### src/rtl/mac_tx_arbiter_pkg.sv
// mac_tx_arbiter_pkg: shared state encoding, EtherType constants and default
// timing constants for the MAC transmit arbiter and its gap timer.
package mac_tx_arbiter_pkg;

    typedef enum logic [1:0] {
        ST_IDLE = 2'd0,
        ST_WAIT = 2'd1,
        ST_XFER = 2'd2,
        ST_GAP  = 2'd3
    } arb_state_t;

    localparam logic [15:0] ARP_ETHERTYPE     = 16'h0806;
    localparam logic [15:0] IP_ETHERTYPE      = 16'h0800;
    localparam int          GAP_CYCLES_DEF    = 48;
    localparam int          GRANT_TIMEOUT_DEF = 255;

    // The gap timer flags done once it has counted down to zero, so a wait of
    // N cycles is loaded as N-1.
    function automatic logic [15:0] timerLoadValue(input int cycles);
        return (cycles > 0) ? 16'(cycles - 1) : 16'd0;
    endfunction

endpackage

### src/rtl/mac_tx_arbiter_if.sv
// mac_tx_arbiter_if: request/grant/payload signals of the ARP and IP sources
// plus the send stream towards the framer. The master modport is the arbiter,
// the slave modport is the environment (sources and framer).
interface mac_tx_arbiter_if;

    logic        i_arp_req;
    logic [15:0] i_arp_len;
    logic        o_arp_grant;
    logic [7:0]  i_arp_data;
    logic        i_arp_last;
    logic        i_arp_valid;

    logic        i_ip_req;
    logic [15:0] i_ip_len;
    logic        o_ip_grant;
    logic [7:0]  i_ip_data;
    logic        i_ip_last;
    logic        i_ip_valid;

    logic [15:0] o_send_type;
    logic [7:0]  o_send_data;
    logic [15:0] o_send_len;
    logic        o_send_last;
    logic        o_send_valid;
    logic        o_busy;
    logic        o_err;

    modport master (
        input  i_arp_req, i_arp_len, i_arp_data, i_arp_last, i_arp_valid,
        input  i_ip_req, i_ip_len, i_ip_data, i_ip_last, i_ip_valid,
        output o_arp_grant, o_ip_grant,
        output o_send_type, o_send_data, o_send_len, o_send_last, o_send_valid,
        output o_busy, o_err
    );

    modport slave (
        output i_arp_req, i_arp_len, i_arp_data, i_arp_last, i_arp_valid,
        output i_ip_req, i_ip_len, i_ip_data, i_ip_last, i_ip_valid,
        input  o_arp_grant, o_ip_grant,
        input  o_send_type, o_send_data, o_send_len, o_send_last, o_send_valid,
        input  o_busy, o_err
    );

endinterface

### src/rtl/mac_tx_gap_timer.sv
// mac_tx_gap_timer: loadable 16-bit down-counter with a done flag. Used both
// for the grant timeout and for the post-frame hold-off.
module mac_tx_gap_timer (
    input  logic        i_clk,
    input  logic        i_rst_n,
    input  logic        load_i,
    input  logic [15:0] value_i,
    output logic        done_o
);

    logic [15:0] count_q;

    // Load takes priority; otherwise count down and stick at zero.
    always_ff @(posedge i_clk or negedge i_rst_n) begin
        if (!i_rst_n) begin
            count_q <= '0;
        end else if (load_i) begin
            count_q <= value_i;
        end else if (count_q != 16'd0) begin
            count_q <= count_q - 16'd1;
        end
    end

    assign done_o = (count_q == 16'd0);

endmodule

### src/rtl/mac_tx_arbiter.sv
// mac_tx_arbiter: grants one of two payload sources (ARP, IP) at a time,
// forwards its bytes to the MAC framer with one cycle of latency, and holds
// off the next grant until the framer has emitted header, CRC and gap.
// Optional build macro MAC_TX_ARB_RR_EN selects round-robin tie breaking;
// without it ARP always wins a tie.
module mac_tx_arbiter
    import mac_tx_arbiter_pkg::*;
#(
    parameter logic [15:0] P_ARP_TYPE      = ARP_ETHERTYPE,
    parameter logic [15:0] P_IP_TYPE       = IP_ETHERTYPE,
    parameter int          P_GAP_CYCLES    = GAP_CYCLES_DEF,
    parameter int          P_GRANT_TIMEOUT = GRANT_TIMEOUT_DEF
) (
    input logic              i_clk,
    input logic              i_rst_n,
    mac_tx_arbiter_if.master bus
);

    localparam logic [15:0] GAP_LOAD     = timerLoadValue(P_GAP_CYCLES);
    localparam logic [15:0] TIMEOUT_LOAD = timerLoadValue(P_GRANT_TIMEOUT);

    arb_state_t  state_q, state_d;
    logic        selIp_q, selIp_d;
    logic [15:0] type_q, type_d;
    logic [15:0] len_q, len_d;
    logic [15:0] byteCnt_q, byteCnt_d;
    logic [7:0]  sendData_q, sendData_d;
    logic        sendLast_q, sendLast_d;
    logic        sendValid_q, sendValid_d;
    logic        err_q, err_d;
    logic        arpGrant_q, arpGrant_d;
    logic        ipGrant_q, ipGrant_d;

    logic        pickIp;
    logic        selValid;
    logic        selLast;
    logic [7:0]  selData;
    logic        timerLoad;
    logic [15:0] timerValue;
    logic        timerDone;

`ifdef MAC_TX_ARB_RR_EN
    logic        lastIp_q, lastIp_d;
`endif

    assign selValid = selIp_q ? bus.i_ip_valid : bus.i_arp_valid;
    assign selLast  = selIp_q ? bus.i_ip_last  : bus.i_arp_last;
    assign selData  = selIp_q ? bus.i_ip_data  : bus.i_arp_data;

    mac_tx_gap_timer u_timer (
        .i_clk   (i_clk),
        .i_rst_n (i_rst_n),
        .load_i  (timerLoad),
        .value_i (timerValue),
        .done_o  (timerDone)
    );

    // Next-state logic: arbitration in IDLE, byte forwarding and protocol
    // checks in WAIT/XFER, and the hold-off countdown in GAP.
    always_comb begin
        state_d     = state_q;
        selIp_d     = selIp_q;
        type_d      = type_q;
        len_d       = len_q;
        byteCnt_d   = byteCnt_q;
        sendData_d  = '0;
        sendLast_d  = 1'b0;
        sendValid_d = 1'b0;
        err_d       = 1'b0;
        arpGrant_d  = 1'b0;
        ipGrant_d   = 1'b0;
        pickIp      = 1'b0;
        timerLoad   = 1'b0;
        timerValue  = '0;
`ifdef MAC_TX_ARB_RR_EN
        lastIp_d    = lastIp_q;
`endif
        case (state_q)
            ST_IDLE: begin
                if (bus.i_arp_req || bus.i_ip_req) begin
`ifdef MAC_TX_ARB_RR_EN
                    pickIp = bus.i_ip_req && (!bus.i_arp_req || !lastIp_q);
`else
                    pickIp = !bus.i_arp_req;
`endif
                    selIp_d   = pickIp;
                    type_d    = pickIp ? P_IP_TYPE : P_ARP_TYPE;
                    len_d     = pickIp ? bus.i_ip_len : bus.i_arp_len;
                    byteCnt_d = '0;
                    timerLoad = 1'b1;
                    if (len_d == 16'd0) begin
                        err_d      = 1'b1;
                        state_d    = ST_GAP;
                        timerValue = GAP_LOAD;
                    end else begin
                        arpGrant_d = !pickIp;
                        ipGrant_d  = pickIp;
                        state_d    = ST_WAIT;
                        timerValue = TIMEOUT_LOAD;
`ifdef MAC_TX_ARB_RR_EN
                        lastIp_d   = pickIp;
`endif
                    end
                end
            end
            ST_WAIT, ST_XFER: begin
                if (selValid) begin
                    sendValid_d = 1'b1;
                    sendData_d  = selData;
                    byteCnt_d   = byteCnt_q + 16'd1;
                    state_d     = ST_XFER;
                    if (selLast) begin
                        sendLast_d = 1'b1;
                        err_d      = (byteCnt_d != len_q);
                        state_d    = ST_GAP;
                        timerLoad  = 1'b1;
                        timerValue = GAP_LOAD;
                    end
                end else if ((state_q == ST_XFER) || timerDone) begin
                    err_d      = 1'b1;
                    state_d    = ST_GAP;
                    timerLoad  = 1'b1;
                    timerValue = GAP_LOAD;
                end
            end
            ST_GAP: begin
                if (timerDone) begin
                    state_d = ST_IDLE;
                end
            end
            default: state_d = ST_IDLE;
        endcase
    end

    // State and registered outputs; reset drops any frame in flight.
    always_ff @(posedge i_clk or negedge i_rst_n) begin
        if (!i_rst_n) begin
            state_q     <= ST_IDLE;
            selIp_q     <= 1'b0;
            type_q      <= '0;
            len_q       <= '0;
            byteCnt_q   <= '0;
            sendData_q  <= '0;
            sendLast_q  <= 1'b0;
            sendValid_q <= 1'b0;
            err_q       <= 1'b0;
            arpGrant_q  <= 1'b0;
            ipGrant_q   <= 1'b0;
        end else begin
            state_q     <= state_d;
            selIp_q     <= selIp_d;
            type_q      <= type_d;
            len_q       <= len_d;
            byteCnt_q   <= byteCnt_d;
            sendData_q  <= sendData_d;
            sendLast_q  <= sendLast_d;
            sendValid_q <= sendValid_d;
            err_q       <= err_d;
            arpGrant_q  <= arpGrant_d;
            ipGrant_q   <= ipGrant_d;
        end
    end

`ifdef MAC_TX_ARB_RR_EN
    // Last-served flag starts on IP so that ARP wins the first tie.
    always_ff @(posedge i_clk or negedge i_rst_n) begin
        if (!i_rst_n) begin
            lastIp_q <= 1'b1;
        end else begin
            lastIp_q <= lastIp_d;
        end
    end
`endif

    assign bus.o_arp_grant  = arpGrant_q;
    assign bus.o_ip_grant   = ipGrant_q;
    assign bus.o_send_data  = sendData_q;
    assign bus.o_send_last  = sendLast_q;
    assign bus.o_send_valid = sendValid_q;
    assign bus.o_err        = err_q;
    assign bus.o_busy       = (state_q != ST_IDLE);
    assign bus.o_send_type  = (state_q != ST_IDLE) ? type_q : 16'd0;
    assign bus.o_send_len   = (state_q != ST_IDLE) ? len_q  : 16'd0;

endmodule

### src/flat_wrapper.sv
// flat-port wrapper written by rule: the top's interface ports become plain ports
module mac_tx_arbiter_flat import mac_tx_arbiter_pkg::*;
#(
    parameter logic [15:0] P_ARP_TYPE      = ARP_ETHERTYPE,
    parameter logic [15:0] P_IP_TYPE       = IP_ETHERTYPE,
    parameter int          P_GAP_CYCLES    = GAP_CYCLES_DEF,
    parameter int          P_GRANT_TIMEOUT = GRANT_TIMEOUT_DEF
)
  (i_clk, i_rst_n, bus_i_arp_req, bus_i_arp_len, bus_i_arp_data, bus_i_arp_last, bus_i_arp_valid, bus_i_ip_req, bus_i_ip_len, bus_i_ip_data, bus_i_ip_last, bus_i_ip_valid, bus_o_arp_grant, bus_o_ip_grant, bus_o_send_type, bus_o_send_data, bus_o_send_len, bus_o_send_last, bus_o_send_valid, bus_o_busy, bus_o_err);
  mac_tx_arbiter_if bus_i ();
  input logic i_clk;
  input logic i_rst_n;
  input wire logic [$bits(bus_i.i_arp_req)-1:0] bus_i_arp_req;
  input wire logic [$bits(bus_i.i_arp_len)-1:0] bus_i_arp_len;
  input wire logic [$bits(bus_i.i_arp_data)-1:0] bus_i_arp_data;
  input wire logic [$bits(bus_i.i_arp_last)-1:0] bus_i_arp_last;
  input wire logic [$bits(bus_i.i_arp_valid)-1:0] bus_i_arp_valid;
  input wire logic [$bits(bus_i.i_ip_req)-1:0] bus_i_ip_req;
  input wire logic [$bits(bus_i.i_ip_len)-1:0] bus_i_ip_len;
  input wire logic [$bits(bus_i.i_ip_data)-1:0] bus_i_ip_data;
  input wire logic [$bits(bus_i.i_ip_last)-1:0] bus_i_ip_last;
  input wire logic [$bits(bus_i.i_ip_valid)-1:0] bus_i_ip_valid;
  output wire logic [$bits(bus_i.o_arp_grant)-1:0] bus_o_arp_grant;
  output wire logic [$bits(bus_i.o_ip_grant)-1:0] bus_o_ip_grant;
  output wire logic [$bits(bus_i.o_send_type)-1:0] bus_o_send_type;
  output wire logic [$bits(bus_i.o_send_data)-1:0] bus_o_send_data;
  output wire logic [$bits(bus_i.o_send_len)-1:0] bus_o_send_len;
  output wire logic [$bits(bus_i.o_send_last)-1:0] bus_o_send_last;
  output wire logic [$bits(bus_i.o_send_valid)-1:0] bus_o_send_valid;
  output wire logic [$bits(bus_i.o_busy)-1:0] bus_o_busy;
  output wire logic [$bits(bus_i.o_err)-1:0] bus_o_err;
  assign bus_i.i_arp_req = bus_i_arp_req;
  assign bus_i.i_arp_len = bus_i_arp_len;
  assign bus_i.i_arp_data = bus_i_arp_data;
  assign bus_i.i_arp_last = bus_i_arp_last;
  assign bus_i.i_arp_valid = bus_i_arp_valid;
  assign bus_i.i_ip_req = bus_i_ip_req;
  assign bus_i.i_ip_len = bus_i_ip_len;
  assign bus_i.i_ip_data = bus_i_ip_data;
  assign bus_i.i_ip_last = bus_i_ip_last;
  assign bus_i.i_ip_valid = bus_i_ip_valid;
  assign bus_o_arp_grant = bus_i.o_arp_grant;
  assign bus_o_ip_grant = bus_i.o_ip_grant;
  assign bus_o_send_type = bus_i.o_send_type;
  assign bus_o_send_data = bus_i.o_send_data;
  assign bus_o_send_len = bus_i.o_send_len;
  assign bus_o_send_last = bus_i.o_send_last;
  assign bus_o_send_valid = bus_i.o_send_valid;
  assign bus_o_busy = bus_i.o_busy;
  assign bus_o_err = bus_i.o_err;
  mac_tx_arbiter #(.P_ARP_TYPE(P_ARP_TYPE), .P_IP_TYPE(P_IP_TYPE), .P_GAP_CYCLES(P_GAP_CYCLES), .P_GRANT_TIMEOUT(P_GRANT_TIMEOUT)) u_core (.i_clk(i_clk), .i_rst_n(i_rst_n), .bus(bus_i));
endmodule
### config.mk
export PLATFORM = sky130hd
export DESIGN_NAME = mac_tx_arbiter_flat
export DESIGN_NICKNAME = d
export VERILOG_FILES = /design/src/rtl/mac_tx_arbiter_pkg.sv /design/src/rtl/mac_tx_arbiter_if.sv /design/src/rtl/mac_tx_gap_timer.sv /design/src/rtl/mac_tx_arbiter.sv /design/src/flat_wrapper.sv
export SDC_FILE = /design/constraint.sdc
export NUM_CORES = 1
export LEC_CHECK = 0
export CAP_MARGIN = 20
export CORE_MARGIN = 3
export CORE_UTILIZATION = 45
export DETAILED_ROUTE_END_ITERATION = 8
export PLACE_DENSITY = 0.77
export SLEW_MARGIN = 5
export SYNTH_ARGS = -nofsm -noshare
export SYNTH_HDL_FRONTEND = slang
export SYNTH_SLANG_ARGS = --single-unit
### constraint.sdc
create_clock -name i_clk -period 2.34 [get_ports i_clk]
set_clock_uncertainty 0.15 [all_clocks]
set_input_delay 0.702 -clock i_clk [delete_from_list [all_inputs] [get_ports i_clk]]
set_output_delay 0.702 -clock i_clk [all_outputs]
set_load 0.02 [all_outputs]
==> results of run 1 <==
-- cells in the mapped netlist (9+ instances only) --
| master | number | area [sq um] |
|---|---|---|
| o31ai_1 | 11 | 82.58 |
| inv_1 | 10 | 37.54 |
| buf_4 | 16 | 120.1 |
| a21oi_1 | 10 | 50.05 |
| clkbuf_1 | 9 | 33.78 |
| nand2_1 | 51 | 191.4 |
| mux2i_1 | 29 | 290.3 |
| nor2_1 | 40 | 150.1 |
| nor2b_1 | 18 | 112.6 |
| xnor2_1 | 17 | 148.9 |
| nor4_1 | 9 | 56.30 |
| xor2_1 | 15 | 131.4 |
| dfrtp_1 | 66 | 1652 |
| o21ai_0 | 42 | 210.2 |
| nand3_1 | 12 | 60.06 |
-- cell type report --
type                       instances  area, sq um
tap                              105        131.4
fill                             633         2830
clock inverter                     5        53.80
inverter                          10        37.54
clock buffer                      11        141.4
multi-input combinational        348         2345
sequential                        66         1654
timing repair buffer             144         1271
-- registers in the layout (all words and copies together) (netlist names) --
signal                   count
u_core.type_q                2
u_core.len_q                16
u_core.bus.o_send_last       1
u_core.bus.o_send_valid      1
u_core.byteCnt_q            16
u_core.bus.o_arp_grant       1
u_core.state_q               2
u_core.u_timer.count_q      16
u_core.bus.o_send_data       8
u_core.bus.o_err             1
u_core.bus.o_ip_grant        1
u_core.selIp_q               1
-- worst reg2reg max path, cell delays in order (launching register included) --
cell and delay, ns:
dfrtp_1 0.37, ha_1 0.21, nand3_2 0.11, buf_4 0.19
nor3_4 0.21, xnor2_1 0.12, nor4_2 0.33, nand4_1 0.14
o31a_1 0.31
-- routing by layer --
| layer | vias up | routed length (microns) | GRT usage |
|---|---|---|---|
| met5 | - | 0 | 0 |
| met4 | 0 | 177 | 0.08487 |
| met3 | 20 | 571 | 0.03945 |
| met2 | 128 | 5161 | 0.3549 |
| met1 | 1775 | 4820 | 0.2833 |
| li1 | 1803 | - | - |
-- cell families after synthesis --
logic type      Yosys count  synth area share
compound gates           80            0.1220
xor+xnor                 32           0.06916
fa+ha+maj                 7           0.02161
buf+inv                  42           0.05681
flops                    66            0.4075
mux                      30           0.07441
other cells               1         0.0009253
simple gates            186            0.2476
-- how the worst max path moves through the flow --
stage | startpoint | to | slack (ns) | depth (start not counted)
after floorplan | bus_i_arp_req | u_core.bus.o_err | -0.002 | 7
after global placement | bus_i_arp_len[13] | u_core.bus.o_err | -0.44 | 7
after detailed placement | bus_i_arp_len[13] | u_core.bus.o_err | -0.51 | 7
after CTS | u_core.byteCnt_q[0] | u_core.bus.o_err | 0.0007 | 7
after global routing | bus_i_ip_req | u_core.byteCnt_q[6] | -0.02 | 10
final | u_core.state_q[0] | bus_o_send_len[13] | 0.06 | 5
-- timing repair --
action,CTS,global route
buffers inserted,0,2
setup endpoints to repair,33,31
pin swaps,9,11
hold endpoints to repair,0,0
gates resized for setup,94,31
-- per-stage QoR --
stage	hold WS [ns]	util	total power, mW	instances	instance area (sq um)
after global routing	0.1872	0.6656	6.422	689	5634
after CTS	0.1735	0.6507	5.910	687	5508
after detailed placement	0.3071	0.6355	5.060	671	5379
final	0.1688	0.6656	6.041	689	5634
after global placement	0.2909	0.6355	4.990	671	5379
after floorplan	0.2564	-	3.609	456	4105
-- power breakdown --
group | internal, mW | total [mW] | switching, mW
clock | 0.518 | 0.965 | 0.447
sequential | 1.48 | 1.78 | 0.304
combinational | 1.51 | 3.29 | 1.78
==> results.py, run 1 <==
metrics = {
    "outcome": {
        "status": "completed",
    },
    "yosys": {
        "ys_async_sr_fraction": 1.000,
        "synth_flop_cell": "dfrtp_1",
        "yosys_register_bits": 66,
        "synth-edff-count": 0,
        "yosysSeqAreaShare": 0.4075,
        "yosys_warnings": 0,
        "synth_area_sq_mm": 0.004053,
        "netlist_instances": 444,
        "synth.distinct_cells": 57,
        "avgSynthCellArea_sq_um": 9.128,
    },
    "clocking": {
        "ctsHoldBuffers": 0,
        "htree_levels": 3,
        "cts.clk_slew.worst_paths_ns": 0.07,
        "cts_sinks": 66,
        "clk_latency_ns": 0.34,
        "cts_tree": "yes",
        "clock_tree.root_cell": "clkbuf_8",
        "cts_buffer_depth": 2,
        "numCtsBuffers": 9,
    },
    "routing": {
        "drcViolationCount": 0,
        "drtPass1Iterations": 6,
        "ant_nets": 0,
        "drt_wl_total_mm": 10.73,
        "avgRoutedWirePerCell_microns": 15.57,
        "via_count": 3726,
        "first_iter_violations": 226,
        "via_per_inst": 5.408,
    },
    "worst_setup_path": {
        "required_ns": 1.49,
        "reg2regPathDepth": 8,
        "cpPeakStageDelay_ns": 0.35,
        "crit_buf_inv": 3,
        "r2r-end": "u_core.bus.o_err",
        "cp_slowest_cell": "dfrtp_1",
        "critPathKind": "reg -> out",
        "timing.rr.start": "u_core.byteCnt_q[1]",
        "critical_path.max_fanout": 13,
        "critPathArrivalTime_ns": 1.43,
        "reg2reg_slack_ns": 0.08,
        "critical_path.cell_chain": "inv_1 -> ha_2 -> buf_12 -> nor2b_1 -> buf_2",
        "start_kind": "flop",
        "critPathTopFamily": "buffers and inverters",
        "endpoint_kind": "output pin",
    },
    "timing": {
        "worst_slack_ns": 0.05833,
        "finalSetupViolCount": 0,
        "period_share": 0.9751,
        "period_minus_slack_ns": 2.282,
        "tns_ns": 0,
        "tightest_slew_ns": 0.5044,
        "relSlewSlack": 0.6611,
        "slew_violations": 0,
        "finalHoldViolations": 0,
        "fmax_mhz": 438.3,
    },
    "global_routing": {
        "grtUsageTotal": 0.2163,
        "grt_start_max_net_pins": 34,
        "antenna_found_initial": 0,
        "grt_pass1_vias": 3840,
        "grt_overflow": 0,
        "grt_pass1_wl_mm": 17.69,
    },
    "worst_hold_path": {
        "min_path_type": "in -> async",
    },
    "finish": {
        "layout_common_cells": "64 x dfrtp_1, 58 x clkdlybuf4s50_1, 58 x buf_4, 50 x nand2_1, 41 x o21ai_0",
        "num_antenna_cells": 0,
        "drive_above_1_share": 0.2209,
        "final_common_cell": "dfrtp_1",
        "area_growth_pct": 39.02,
        "layout.nets": 642,
    },
    "power": {
        "power_density_mw_per_mm2": 1072,
        "vdd_drop_max_v": 0.0005632,
        "leakage_nw": 2.534,
    },
    "floorplanning": {
        "io_pins": 102,
        "initial_core_util": 0.4788,
        "fp.coreArea_sq_mm": 0.008464,
        "rows": 33,
        "fp.dieH_microns": 100.9,
        "die_w_microns": 100.9,
        "die_area_sq_mm": 0.01018,
    },
    "placed_design": {
        "port_buffers": 88,
        "dp_slack_ns": -0.5119,
        "hpwl_mm": 8.316,
        "globalplace.congestion": 0.9736,
    },
    "job": {
        "cap_violations": 0,
    },
}
Note: power is estimated with default switching activity, not from simulation.
==> inputs of run 2 (changes only) <==
--- a/config.mk
+++ b/config.mk
@@ -9,7 +9,7 @@
 export CORE_MARGIN = 3
 export CORE_UTILIZATION = 45
 export DETAILED_ROUTE_END_ITERATION = 8
-export PLACE_DENSITY = 0.77
+export PLACE_DENSITY = 0.8
 export SLEW_MARGIN = 5
 export SYNTH_ARGS = -nofsm -noshare
 export SYNTH_HDL_FRONTEND = slang
==> run 2 against run 1 <==
  * Sequential share of layout area fell by 0.62 points
  * Hold slack improved by 0.018 ns
  * Power up 5.9%
  * Critical endpoint is now bus_o_send_len[14]
==> results.py, run 2 (synthesis results as in run 1) <==
metrics = {
    "floorplanning": {
        "die_w_microns": 100.9,
        "fp.dieH_microns": 100.9,
        "initial_core_util": 0.4788,
        "io_pins": 102,
        "die_area_sq_mm": 0.01018,
        "rows": 33,
        "fp.coreArea_sq_mm": 0.008464,
    },
    "clocking": {
        "clock_tree.root_cell": "clkbuf_8",
        "numCtsBuffers": 9,
        "cts_buffer_depth": 2,
        "htree_levels": 3,
        "clk_latency_ns": 0.36,
        "ctsHoldBuffers": 0,
        "cts_tree": "yes",
        "cts_sinks": 66,
        "cts.clk_slew.worst_paths_ns": 0.07,
    },
    "placed_design": {
        "placedCellCount": 669,
        "dpl-instance-area_sq_mm": 0.005364,
        "port_buffers": 88,
        "dp_slack_ns": -0.5334,
        "globalplace.congestion": 0.8756,
        "hpwl_mm": 8.347,
    },
    "global_routing": {
        "grt_overflow": 0,
        "grt_pass1_wl_mm": 18.66,
        "antenna_found_initial": 0,
        "grt_pass1_vias": 3847,
        "grtUsageTotal": 0.2312,
        "grt_start_max_net_pins": 67,
    },
    "finish": {
        "layout.nets": 645,
        "area_growth_pct": 42.02,
        "multi_input_area_sq_mm": 0.002372,
        "num_antenna_cells": 0,
        "drive_above_1_share": 0.2317,
        "fin_area_sq_mm": 0.005756,
        "final_common_cell": "dfrtp_1",
        "biggestRegsByFlops": "u_core.byteCnt_q x16, u_core.len_q x16, u_core.u_timer.count_q x16",
        "final.fill_count": 587,
        "stdcell_count": 692,
        "utilization": 0.6800,
        "seq_area_sq_mm": 0.001654,
        "layout_common_cells": "64 x dfrtp_1, 59 x buf_4, 58 x clkdlybuf4s50_1, 51 x nand2_1",
    },
    "routing": {
        "drtPass1Iterations": 5,
        "via_per_inst": 5.587,
        "first_iter_violations": 278,
        "ant_nets": 0,
        "via_count": 3866,
        "avgRoutedWirePerCell_microns": 16.96,
        "drt_wl_total_mm": 11.74,
        "drcViolationCount": 0,
    },
    "worst_setup_path": {
        "r2r-end": "u_core.u_timer.count_q[10]",
        "start_kind": "flop",
        "critPathArrivalTime_ns": 1.44,
        "critical_path.max_fanout": 11,
        "reg2reg_slack_ns": 0.07,
        "reg2regPathDepth": 9,
        "endpoint_kind": "output pin",
        "required_ns": 1.49,
        "critPathKind": "reg -> out",
        "timing.rr.start": "u_core.state_q[1]",
    },
    "outcome": {
        "status": "completed",
    },
    "power": {
        "finalPower_mw": 6.399,
        "leakage_nw": 2.538,
        "power_density_mw_per_mm2": 1112,
        "vdd_drop_max_v": 0.0007266,
    },
    "worst_hold_path": {
        "min_path_type": "in -> async",
    },
    "timing": {
        "fmax_mhz": 435.7,
        "worst_slack_ns": 0.04498,
        "period_share": 0.9808,
        "slew_violations": 0,
        "period_minus_slack_ns": 2.295,
        "finalHoldViolations": 0,
        "finalSetupViolCount": 0,
    },
    "job": {
        "cap_violations": 0,
    },
}
## run 2: timing repair
item                       CTS  global route
pin swaps                    8            17
setup endpoints to repair   28            31
gates cloned                 1             1
setup buffers                1             4
resized for setup          107            32
## run 2: per-stage QoR
step,hold slack [ns],TNS (ns)
after floorplan,0.2564,-0.001944
after global placement,0.2912,-10.90
after detailed placement,0.3019,-12.47
after CTS,0.2222,0
after global routing,0.2376,-0.02464
final,0.1865,0
## run 2: worst max-delay path by stage
stage	from	to	slack [ns]	depth (start not counted)
final	u_core.state_q[1]	bus_o_send_len[14]	0.04	5
after global routing	u_core.byteCnt_q[0]	u_core.bus.o_err	-0.02	7
after CTS	u_core.state_q[1]	bus_o_send_type[1]	0.002	5
after detailed placement	bus_i_arp_req	u_core.bus.o_err	-0.53	7
after global placement	bus_i_arp_req	u_core.bus.o_err	-0.48	7
after floorplan	bus_i_arp_req	u_core.bus.o_err	-0.002	7
## run 2: power breakdown
group,total (mW),internal (mW),switching [mW]
sequential,1.79,1.48,0.315
combinational,3.50,1.60,1.90
clock,1.10,0.630,0.473
total,6.40,3.71,2.69
## run 2: final cells by class
class                           instances  share of cell area
Clock inverter                          6             0.01565
Multi-Input combinational cell        348              0.4122
Clock buffer                           10             0.02391
Inverter                               10            0.006522
Tap cell                              105             0.02283
Sequential cell                        66              0.2874
Timing Repair Buffer                  147              0.2315
## run 2: per-layer routing
layer  GRT usage  share of wire  vias up
met4     0.09305          0.021        0
li1            -              -     1805
met5           0              0        -
met1      0.3023           0.41     1858
met2      0.3858           0.50      180
met3     0.03253          0.063       23
## run 2: critical path: stages, from the launching register on
cell and delay, ns:
dfrtp_1 0.38, inv_2 0.07, ha_4 0.18, buf_12 0.14, nor2b_1 0.15, buf_4 0.17
==> inputs of run 3 (changes only) <==
--- a/config.mk
+++ b/config.mk
@@ -6,10 +6,9 @@
 export NUM_CORES = 1
 export LEC_CHECK = 0
 export CAP_MARGIN = 20
-export CORE_MARGIN = 3
-export CORE_UTILIZATION = 45
+export CORE_UTILIZATION = 54
 export DETAILED_ROUTE_END_ITERATION = 8
-export PLACE_DENSITY = 0.8
+export PLACE_DENSITY = 0.9
 export SLEW_MARGIN = 5
 export SYNTH_ARGS = -nofsm -noshare
 export SYNTH_HDL_FRONTEND = slang
==> constraint.sdc (replaced) <==
create_clock -name i_clk -period 2.95 [get_ports i_clk]
set_clock_uncertainty 0.15 [all_clocks]
set_input_delay 0.885 -clock i_clk [delete_from_list [all_inputs] [get_ports i_clk]]
set_output_delay 0.885 -clock i_clk [all_outputs]
set_load 0.02 [all_outputs]
==> run 3 against run 2 <==
  * Global-route usage rose by 5.3 points
  * Core utilization rose by 4.4 points
  * Power decreased by 29%
  * Sequential cell count stayed put
  * Combinational power fell by 33%
  * Critical endpoint is now bus_o_send_len[7]
  * Largest power group unchanged
==> results.py, run 3 (synthesis results as in run 1) <==
metrics = {
    "finish": {
        "biggestRegsByFlops": "u_core.byteCnt_q x16, u_core.len_q x16, u_core.u_timer.count_q x16",
        "stdcell_count": 646,
        "utilization": 0.7238,
        "drive_above_1_share": 0.09141,
        "layout.nets": 605,
        "num_antenna_cells": 0,
        "layout_common_cells": "67 x clkdlybuf4s50_1, 66 x dfrtp_1, 51 x nand2_1, 41 x o21ai_0, 40 x nor2_1",
        "final_common_cell": "clkdlybuf4s50_1",
        "fin_area_sq_mm": 0.005250,
        "final.fill_count": 531,
        "area_growth_pct": 29.55,
    },
    "global_routing": {
        "antenna_found_initial": 0,
        "grt_pass1_wl_mm": 16.93,
        "grt_start_max_net_pins": 42,
        "grtUsageTotal": 0.2841,
        "grt_pass1_vias": 3569,
        "grt_overflow": 0,
    },
    "timing": {
        "relSlewSlack": 0.4548,
        "period_minus_slack_ns": 2.828,
        "period_share": 0.9587,
        "grt_setup_unrepaired": "no",
        "tightest_slew_ns": 0.8103,
        "finalSetupViolCount": 0,
        "slew_violations": 0,
        "tns_ns": 0,
        "finalHoldViolations": 0,
        "worst_slack_ns": 0.1220,
        "fmax_mhz": 353.6,
    },
    "clocking": {
        "numCtsBuffers": 9,
        "clk_latency_ns": 0.34,
        "post-cts-setup-buffers": 0,
        "clock_tree.root_cell": "clkbuf_8",
        "cts_sinks": 66,
        "cts.clk_slew.worst_paths_ns": 0.07,
        "ctsHoldBuffers": 0,
        "cts_buffer_depth": 2,
        "cts_tree": "yes",
        "htree_levels": 3,
    },
    "power": {
        "switching_share": 0.4264,
        "p_int_mw": 2.596,
        "combinationalPowerShare": 0.514,
        "seqPwrFrac": 0.321,
        "power_density_mw_per_mm2": 862.2,
        "pwr-share-clk": 0.164,
        "p_sw_mw": 1.930,
        "leakage_nw": 2.314,
        "vdd_drop_max_v": 0.0005369,
    },
    "routing": {
        "avgRoutedWirePerCell_microns": 16.22,
        "ant_nets": 0,
        "via_count": 3666,
        "drtPass1Iterations": 5,
        "via_per_inst": 5.675,
        "first_iter_violations": 217,
        "drcViolationCount": 0,
        "drt_wl_total_mm": 10.48,
    },
    "floorplanning": {
        "initial_core_util": 0.5587,
        "fp.coreArea_sq_mm": 0.007253,
        "die_w_microns": 88.63,
        "io_pins": 102,
        "rows": 31,
        "die_area_sq_mm": 0.007855,
        "fp.dieH_microns": 88.63,
    },
    "placed_design": {
        "dpl-instance-area_sq_mm": 0.005076,
        "placedCellCount": 630,
        "hpwl_mm": 7.836,
        "globalplace.congestion": 0.8912,
        "port_buffers": 88,
        "dp_slack_ns": -0.1472,
    },
    "worst_setup_path": {
        "critPathTopFamily": "buffers and inverters",
        "critPathArrivalTime_ns": 1.79,
        "critical_path.cell_chain": "inv_1 -> ha_1 -> buf_12 -> nor2b_1 -> dlygate4sd2_1",
        "critical_path.max_fanout": 25,
        "required_ns": 1.92,
        "start_kind": "flop",
        "cpPeakStageDelay_ns": 0.38,
        "critPathKind": "reg -> out",
        "reg2reg_slack_ns": 0.22,
        "cp_slowest_cell": "dfrtp_1",
        "endpoint_kind": "output pin",
        "crit_buf_inv": 3,
    },
    "outcome": {
        "status": "completed",
    },
    "job": {
        "cap_violations": 0,
    },
    "worst_hold_path": {
        "min_path_type": "reg -> reg",
    },
}
## run 3: cell count changes in the layout (fill, tap and decap cells not counted), sizes merged
cell,delta
dlygate4sd2,+13
clkinvlp,-1
dlymetal6s2s,-2
clkinv,+1
buf,-59
clkdlybuf4s50,+9
bufinv,-1
## run 3: final timing paths
check,from,endpoint,cells past startpoint
worst max-delay path,u_core.state_q[0],bus_o_send_len[7],5
worst min register to register,u_core.type_q[2],u_core.type_q[2],2
min in group asynchronous,i_rst_n,u_core.type_q[11],1
max in group asynchronous,i_rst_n,u_core.len_q[12],2
worst min-delay path,u_core.type_q[2],u_core.type_q[2],2
worst max register to register,u_core.byteCnt_q[0],u_core.bus.o_err,7
## run 3: layer usage
metal  vias up  track usage  share of wire
li1       1732            -              -
met2       162       0.4692           0.49
met4         0       0.1158          0.020
met1      1749       0.3698           0.43
met5         -            0              0
met3        23      0.05224          0.057
## run 3: worst register-to-register path, stage by stage, from the launching register on
cell       delay, ns
dfrtp_1         0.47
ha_1            0.28
nand3_2         0.20
nor4_1          0.50
inv_1           0.13
a2111oi_0       0.43
o2111ai_1       0.19
o31a_1          0.27
## run 3: what timing repair did
action / CTS / global route
endpoints found under the setup margin: 19 / 1
gates resized for setup: 19 / 1
pin swaps: 0 / 0
gates cloned: 0 / 0
## run 3: metrics by stage
step	power (mW)	hold WS, ns
finish	4.526	0.3381
global route	4.799	0.3484
CTS	4.519	0.3372
detailed placement	3.852	0.3171
global placement	3.764	0.2947
floorplan	2.859	0.2758
## run 3: power groups by stage
| stage | Sequential (mW) | Combinational (mW) | Clock (mW) |
|---|---|---|---|
| 2_1_floorplan | 1.44 | 1.42 | 0 |
| 3_3_place_gp | 1.43 | 2.33 | 0 |
| 3_5_place_dp | 1.46 | 2.40 | 0 |
| 4_1_cts | 1.44 | 2.32 | 0.755 |
| 5_1_grt | 1.48 | 2.52 | 0.797 |
| 6_report | 1.45 | 2.33 | 0.744 |
## run 3: layout make-up
| type | count | area [sq um] | area share |
|---|---|---|---|
| multi-input cells | 348 | 2220 | 0.4228 |
| flip-flops and latches | 66 | 1652 | 0.3146 |
| repair buffers | 107 | 1022 | 0.1947 |
| clock buffers | 11 | 141.4 | 0.02693 |
| well taps | 99 | 123.9 | 0.02359 |
| clock inverters | 5 | 53.80 | 0.01025 |
| inverters | 10 | 37.54 | 0.007150 |
